[src/rtl/fact_pkg.sv]
// Shared types and default sizing for the factorial engine.
package fact_pkg;

  localparam int FACT_WIDTH = 32;  // result / accumulator width
  localparam int FACT_N_W   = 4;   // operand width

  // Control FSM states
  typedef enum logic {
    IDLE = 1'b0,
    MUL  = 1'b1
  } state_t;

endpackage

[src/rtl/fact_dp.sv]
// Factorial datapath: accumulator, down-counter, widened multiplier,
// overflow detect and the committed result register.
module fact_dp
  import fact_pkg::*;
#(
  parameter int WIDTH = FACT_WIDTH,
  parameter int N_W   = FACT_N_W
) (
  input  logic             clk,
  input  logic             rst,
  input  logic             load,    // start: acc=1, cnt=n
  input  logic             step,    // acc*=cnt, cnt--
  input  logic             commit,  // publish acc as result
  input  logic [N_W-1:0]   n,
  output logic             last,    // cnt<=1, nothing left to multiply
  output logic             ovf,     // current product does not fit WIDTH
  output logic [WIDTH-1:0] result
);

  localparam int PW = WIDTH + N_W;

  logic [WIDTH-1:0] acc;
  logic [N_W-1:0]   cnt;
  logic [PW-1:0]    prod;

  // Full-width product so any carry past WIDTH is visible as overflow
  assign prod = PW'(acc) * PW'(cnt);
  assign ovf  = |prod[PW-1:WIDTH];
  assign last = (cnt <= N_W'(1));

  // Accumulator and counter: reload on start, multiply-and-count on step
  always_ff @(posedge clk or posedge rst) begin
    if (rst) begin
      acc <= WIDTH'(1);
      cnt <= '0;
    end else if (load) begin
      acc <= WIDTH'(1);
      cnt <= n;
    end else if (step) begin
      acc <= prod[WIDTH-1:0];
      cnt <= cnt - N_W'(1);
    end
  end

  // Result only moves on a clean completion; abort/overflow leave it alone
  always_ff @(posedge clk or posedge rst) begin
    if (rst)         result <= '0;
    else if (commit) result <= acc;
  end

endmodule

[src/rtl/fact_engine.sv]
// Iterative factorial engine: IDLE/MUL control FSM driving fact_dp,
// with level done/error status held until the next accepted start.
module fact_engine
  import fact_pkg::*;
#(
  parameter int WIDTH = FACT_WIDTH,
  parameter int N_W   = FACT_N_W
) (
  input  logic             clk,
  input  logic             rst,
  input  logic             go,
  input  logic             abort,
  input  logic [N_W-1:0]   n,
  output logic             busy,
  output logic             done,
  output logic             error,
  output logic [WIDTH-1:0] result
);

  state_t state_q, state_d;
  logic   load, step, commit, fail;
  logic   last, ovf;

  // State register
  always_ff @(posedge clk or posedge rst) begin
    if (rst) state_q <= IDLE;
    else     state_q <= state_d;
  end

  // Next state: leave MUL on abort, completion or overflow
  always_comb begin
    state_d = state_q;
    unique case (state_q)
      IDLE: if (go) state_d = MUL;
      MUL:  if (abort || last || ovf) state_d = IDLE;
      default: state_d = IDLE;
    endcase
  end

  // Datapath strobes; abort outranks completion, completion outranks overflow
  always_comb begin
    load   = 1'b0;
    step   = 1'b0;
    commit = 1'b0;
    fail   = 1'b0;
    unique case (state_q)
      IDLE: load = go;
      MUL: begin
        if (!abort) begin
          if (last)     commit = 1'b1;
          else if (ovf) fail   = 1'b1;
          else          step   = 1'b1;
        end
      end
      default: ;
    endcase
  end

  // Status flags: cleared on start, set exclusively on the ending edge
  always_ff @(posedge clk or posedge rst) begin
    if (rst) begin
      done  <= 1'b0;
      error <= 1'b0;
    end else if (load) begin
      done  <= 1'b0;
      error <= 1'b0;
    end else if (commit) begin
      done  <= 1'b1;
    end else if (fail) begin
      error <= 1'b1;
    end
  end

  assign busy = (state_q == MUL);

  fact_dp #(
    .WIDTH (WIDTH),
    .N_W   (N_W)
  ) u_dp (
    .clk    (clk),
    .rst    (rst),
    .load   (load),
    .step   (step),
    .commit (commit),
    .n      (n),
    .last   (last),
    .ovf    (ovf),
    .result (result)
  );

endmodule

[config.mk]
export PLATFORM = sky130hd
export DESIGN_NAME = fact_engine
export DESIGN_NICKNAME = d
export VERILOG_FILES = /design/src/rtl/fact_pkg.sv /design/src/rtl/fact_dp.sv /design/src/rtl/fact_engine.sv
export SDC_FILE = /design/constraint.sdc
export NUM_CORES = 1
export LEC_CHECK = 0
export ABC_CLOCK_PERIOD_IN_PS = 4500
export CAP_MARGIN = 15
export CELL_PAD_IN_SITES_DETAIL_PLACEMENT = 0
export CELL_PAD_IN_SITES_GLOBAL_PLACEMENT = 1
export CORE_ASPECT_RATIO = 1.1
export CORE_UTILIZATION = 30
export DETAILED_ROUTE_END_ITERATION = 7
export HOLD_SLACK_MARGIN = 0.15
export PLACE_DENSITY = 0.63
export SLEW_MARGIN = 15
export SYNTH_ARGS = -nofsm -noshare
export SYNTH_HDL_FRONTEND = slang
export SYNTH_SLANG_ARGS = --single-unit
[constraint.sdc]
create_clock -name clk -period 4.5 [get_ports clk]
set_clock_uncertainty 0.2 [all_clocks]
set_input_delay 0.9 -clock clk [delete_from_list [all_inputs] [get_ports clk]]
set_output_delay 0.9 -clock clk [all_outputs]
set_load 0.005 [all_outputs]
==> impl_metrics.json, run 1 <==
{
  "min_path_cells": 2,
  "drcViolationCount": 0,
  "endpoint_kind": "flip-flop",
  "syn_inst": 836,
  "gp_congestion": 0.873,
  "fmax_mhz": 215,
  "cap_violations": 0,
  "yosysTopAreaCell": "dfrtp_1",
  "vias_per_cell": 4.77,
  "n_antenna_cell": 0,
  "core_um2": 23900,
  "power_leakage_nw": 4.85,
  "grt_max_degree": 31,
  "fp.dieW_um": 152,
  "ys_seq_area_frac": 0.241,
  "p_int_mw": 3.22,
  "hold_viol": 0,
  "num_vias": 6349,
  "rsz0062_at_grt": "true",
  "required_ps": 4570,
  "worstMarginPinSlew_ps": 1010,
  "holdBufCountCts": 0,
  "crit_fanout": 6,
  "nNetsFinal": 1130,
  "io_buffers": 42,
  "cts_tree": "yes",
  "p_clk_frac": 0.131,
  "crit_arrival_ps": 4730,
  "pin_count": 43,
  "final.period_utilization": 1.04,
  "synth.distinct_cells": 68,
  "overflow": 0,
  "status": "finished with violations",
  "fin_cells": 1330,
  "hpwl_um": 17300,
  "synth_top_area_share": 0.237,
  "ys.flop_type": "dfrtp_1",
  "yosys_register_bits": 71,
  "drtAntennaViolNets": 0,
  "grt_pass1_wl_um": 36300,
  "clock_latency_ps": 350,
  "p_comb_frac": 0.688,
  "power.density_nw_per_um2": 551,
  "track_usage": 0.186,
  "start_util": 0.309,
  "wl_per_cell_um": 16.6,
  "worst-setup-path-type": "flip-flop to flip-flop",
  "holdCritPathClass": "flip-flop to flip-flop",
  "violations": "setup timing",
  "rows": 59,
  "firstDrtPassIters": 4,
  "place_inst": 1297,
  "synthArstFlopShare": 1.00,
  "die_height_um": 167,
  "synth_edf_count": 0,
  "grt_pass1_vias": 6825,
  "routed_wl_um": 22000,
  "switching_share": 0.434,
  "clkSlewWorstSetupHoldPaths_ps": 70,
  "p_seq_frac": 0.182,
  "cts_inserted_buffers": 9,
  "cts.sinks": 71,
  "clk_path_buf_depth": 2,
  "setup-tns-final_ps": -3470,
  "report.final.slew_viol_count": 0,
  "drtIter0Drc": 217,
  "ys_warn_count": 0,
  "drive_gt1_frac": 0.305,
  "cts-root-buf": "clkbuf_16",
  "area.growth.synth_to_final_pct": 39.6,
  "synth_nets": 946,
  "syn_area_per_cell_um2": 8.84,
  "timing.final.ws_setup_ps": -160,
  "ir_worst_vdd_uv": 217,
  "antenna_found_initial": 0,
  "synth_area_leaders": "dfrtp_1 24%, fa_1 16%, and2_1 8.0%",
  "dieArea_um2": 25300,
  "relSlewSlack": 0.323,
  "hold-worst-slack_ps": 290,
  "final.min_clock_period_ps": 4660,
  "power_switching_mw": 2.47,
  "crit_path_start_kind": "flip-flop",
  "syn_area_um2": 7390,
  "finalSetupViolCount": 36,
  "reg2reg_depth": 16,
  "cts_max_level": 3
}
-- per-stage QoR --
step | power, mW | worst slack, ps | area (µm²) | util
floorplan | 2.82 | -4.23 | 7410 | -
global placement | 4.30 | -226 | 9250 | 0.387
detailed placement | 4.32 | -343 | 9250 | 0.387
CTS | 5.61 | -176 | 10100 | 0.424
global route | 6.15 | -330 | 10300 | 0.431
finish | 5.68 | -160 | 10300 | 0.431
-- routing by layer --
metal / track usage / part of all wire / vias to the layer above
met5: 0 / 0 / -
met4: 0.0641 / 0.025 / 0
met3: 0.0205 / 0.021 / 35
met2: 0.329 / 0.52 / 87
met1: 0.230 / 0.43 / 3117
li1: - / - / 3110
-- power by group through the flow --
stage               clock, mW  combinational [mW]  sequential, mW
finish                  0.743                3.91            1.03
global route            0.784                4.30            1.07
CTS                     0.762                3.82            1.03
detailed placement          0                3.29            1.04
global placement            0                3.27            1.03
floorplan                   0                1.83           0.989
-- what timing repair did --
item | 4_1_cts | 5_1_grt
setup buffers | 12 | 3
gates resized for setup | 71 | 28
pin swaps | 33 | 6
cloned | 2 | 1
endpoints found under the setup margin | 38 | 38
-- worst paths after layout --
path / startpoint / end / slack [ps]
max: u_dp.cnt[3]$_DFFE_PP0P_ / u_dp.cnt[3]$_DFFE_PP0P_ / -160
min: done$_DFFE_PP0P_ / done$_DFFE_PP0P_ / 290
max reg2reg: u_dp.cnt[3]$_DFFE_PP0P_ / u_dp.cnt[3]$_DFFE_PP0P_ / -160
min reg2reg: done$_DFFE_PP0P_ / done$_DFFE_PP0P_ / 290
max in group asynchronous: rst / u_dp.acc[11]$_DFFE_PP0P_ / 2660
min in group asynchronous: rst / u_dp.acc[1]$_DFFE_PP0P_ / 660
-- critical path, cell delays in order (launching register included) --
cell and delay (ps):
dfrtp_2 450, buf_6 150, and2_1 170, fa_1 560
inv_2 50, fa_1 540, inv_1 60, ha_4 280
nand4_4 120, nor4_4 400, a2111oi_4 150, nor4bb_4 190
a2111oi_4 350, o211a_4 230, o21ai_4 100, or4_4 490
o2111ai_2 80
-- logic make-up after synthesis --
kind of cell / count (synthesis) / share of synthesized area
flops: 71 / 0.241
simple gates: 278 / 0.196
fa+ha+maj: 102 / 0.234
buf+inv: 165 / 0.0899
mux: 53 / 0.0774
xor+xnor: 28 / 0.0332
compound gates: 139 / 0.129
-- placed cells by master, fill, tap and decap left out, drive strengths merged, types with 13 or more instances in the layout --
cell / instances
o21ai: 35
clkdlybuf4s50: 42
buf: 175
a21oi: 32
fa: 60
inv: 121
nor2: 22
and2: 95
nand4: 13
nand2: 105
a21o: 13
xnor2: 20
mux2i: 20
mux2: 33
nand3: 19
dfrtp: 70
ha: 42
-- layout make-up --
cell class                 count  area, µm²
fill                        2389      13600
clock inverter                 6       67.6
clock buffer                  10        229
multi-input combinational    600       5510
inverter                     120        452
sequential                    71       1780
tap                          305        382
timing repair buffer         218       1900
-- synthesized netlist by cell type, drive strengths merged (19+ instances only) --
cell type	count
inv	120
nand2	105
and2	95
dfrtp	70
fa	60
ha	42
o21ai	35
mux2	33
a21oi	32
clkbuf	24
nor2	22
buf	21
mux2i	20
xnor2	20
nand3	19
-- flip-flops by register name (all words and copies together), names as in the netlist --
signal,flops
error,1
done,1
u_dp.result,32
busy,1
u_dp.acc,32
u_dp.cnt,4
Note: power is estimated with default switching activity, not from simulation.
==> inputs of run 2 (changes only) <==
--- a/config.mk
+++ b/config.mk
@@ -11,6 +11,7 @@
 export CELL_PAD_IN_SITES_GLOBAL_PLACEMENT = 1
 export CORE_ASPECT_RATIO = 1.1
 export CORE_UTILIZATION = 30
+export CTS_CLUSTER_DIAMETER = 40
 export DETAILED_ROUTE_END_ITERATION = 7
 export HOLD_SLACK_MARGIN = 0.15
 export PLACE_DENSITY = 0.63
==> constraint.sdc (replaced) <==
create_clock -name clk -period 4.5 [get_ports clk]
set_clock_uncertainty 0.2 [all_clocks]
set_input_delay 0.9 -clock clk [delete_from_list [all_inputs] [get_ports clk]]
set_output_delay 0.9 -clock clk [all_outputs]
set_load 0.02 [all_outputs]
==> results of run 2 <==
Same layout as run 1 (identical final DEF). Status: finished with violations: setup timing.
Main changes from that run: total power 5.68 mW -> 5.77 mW
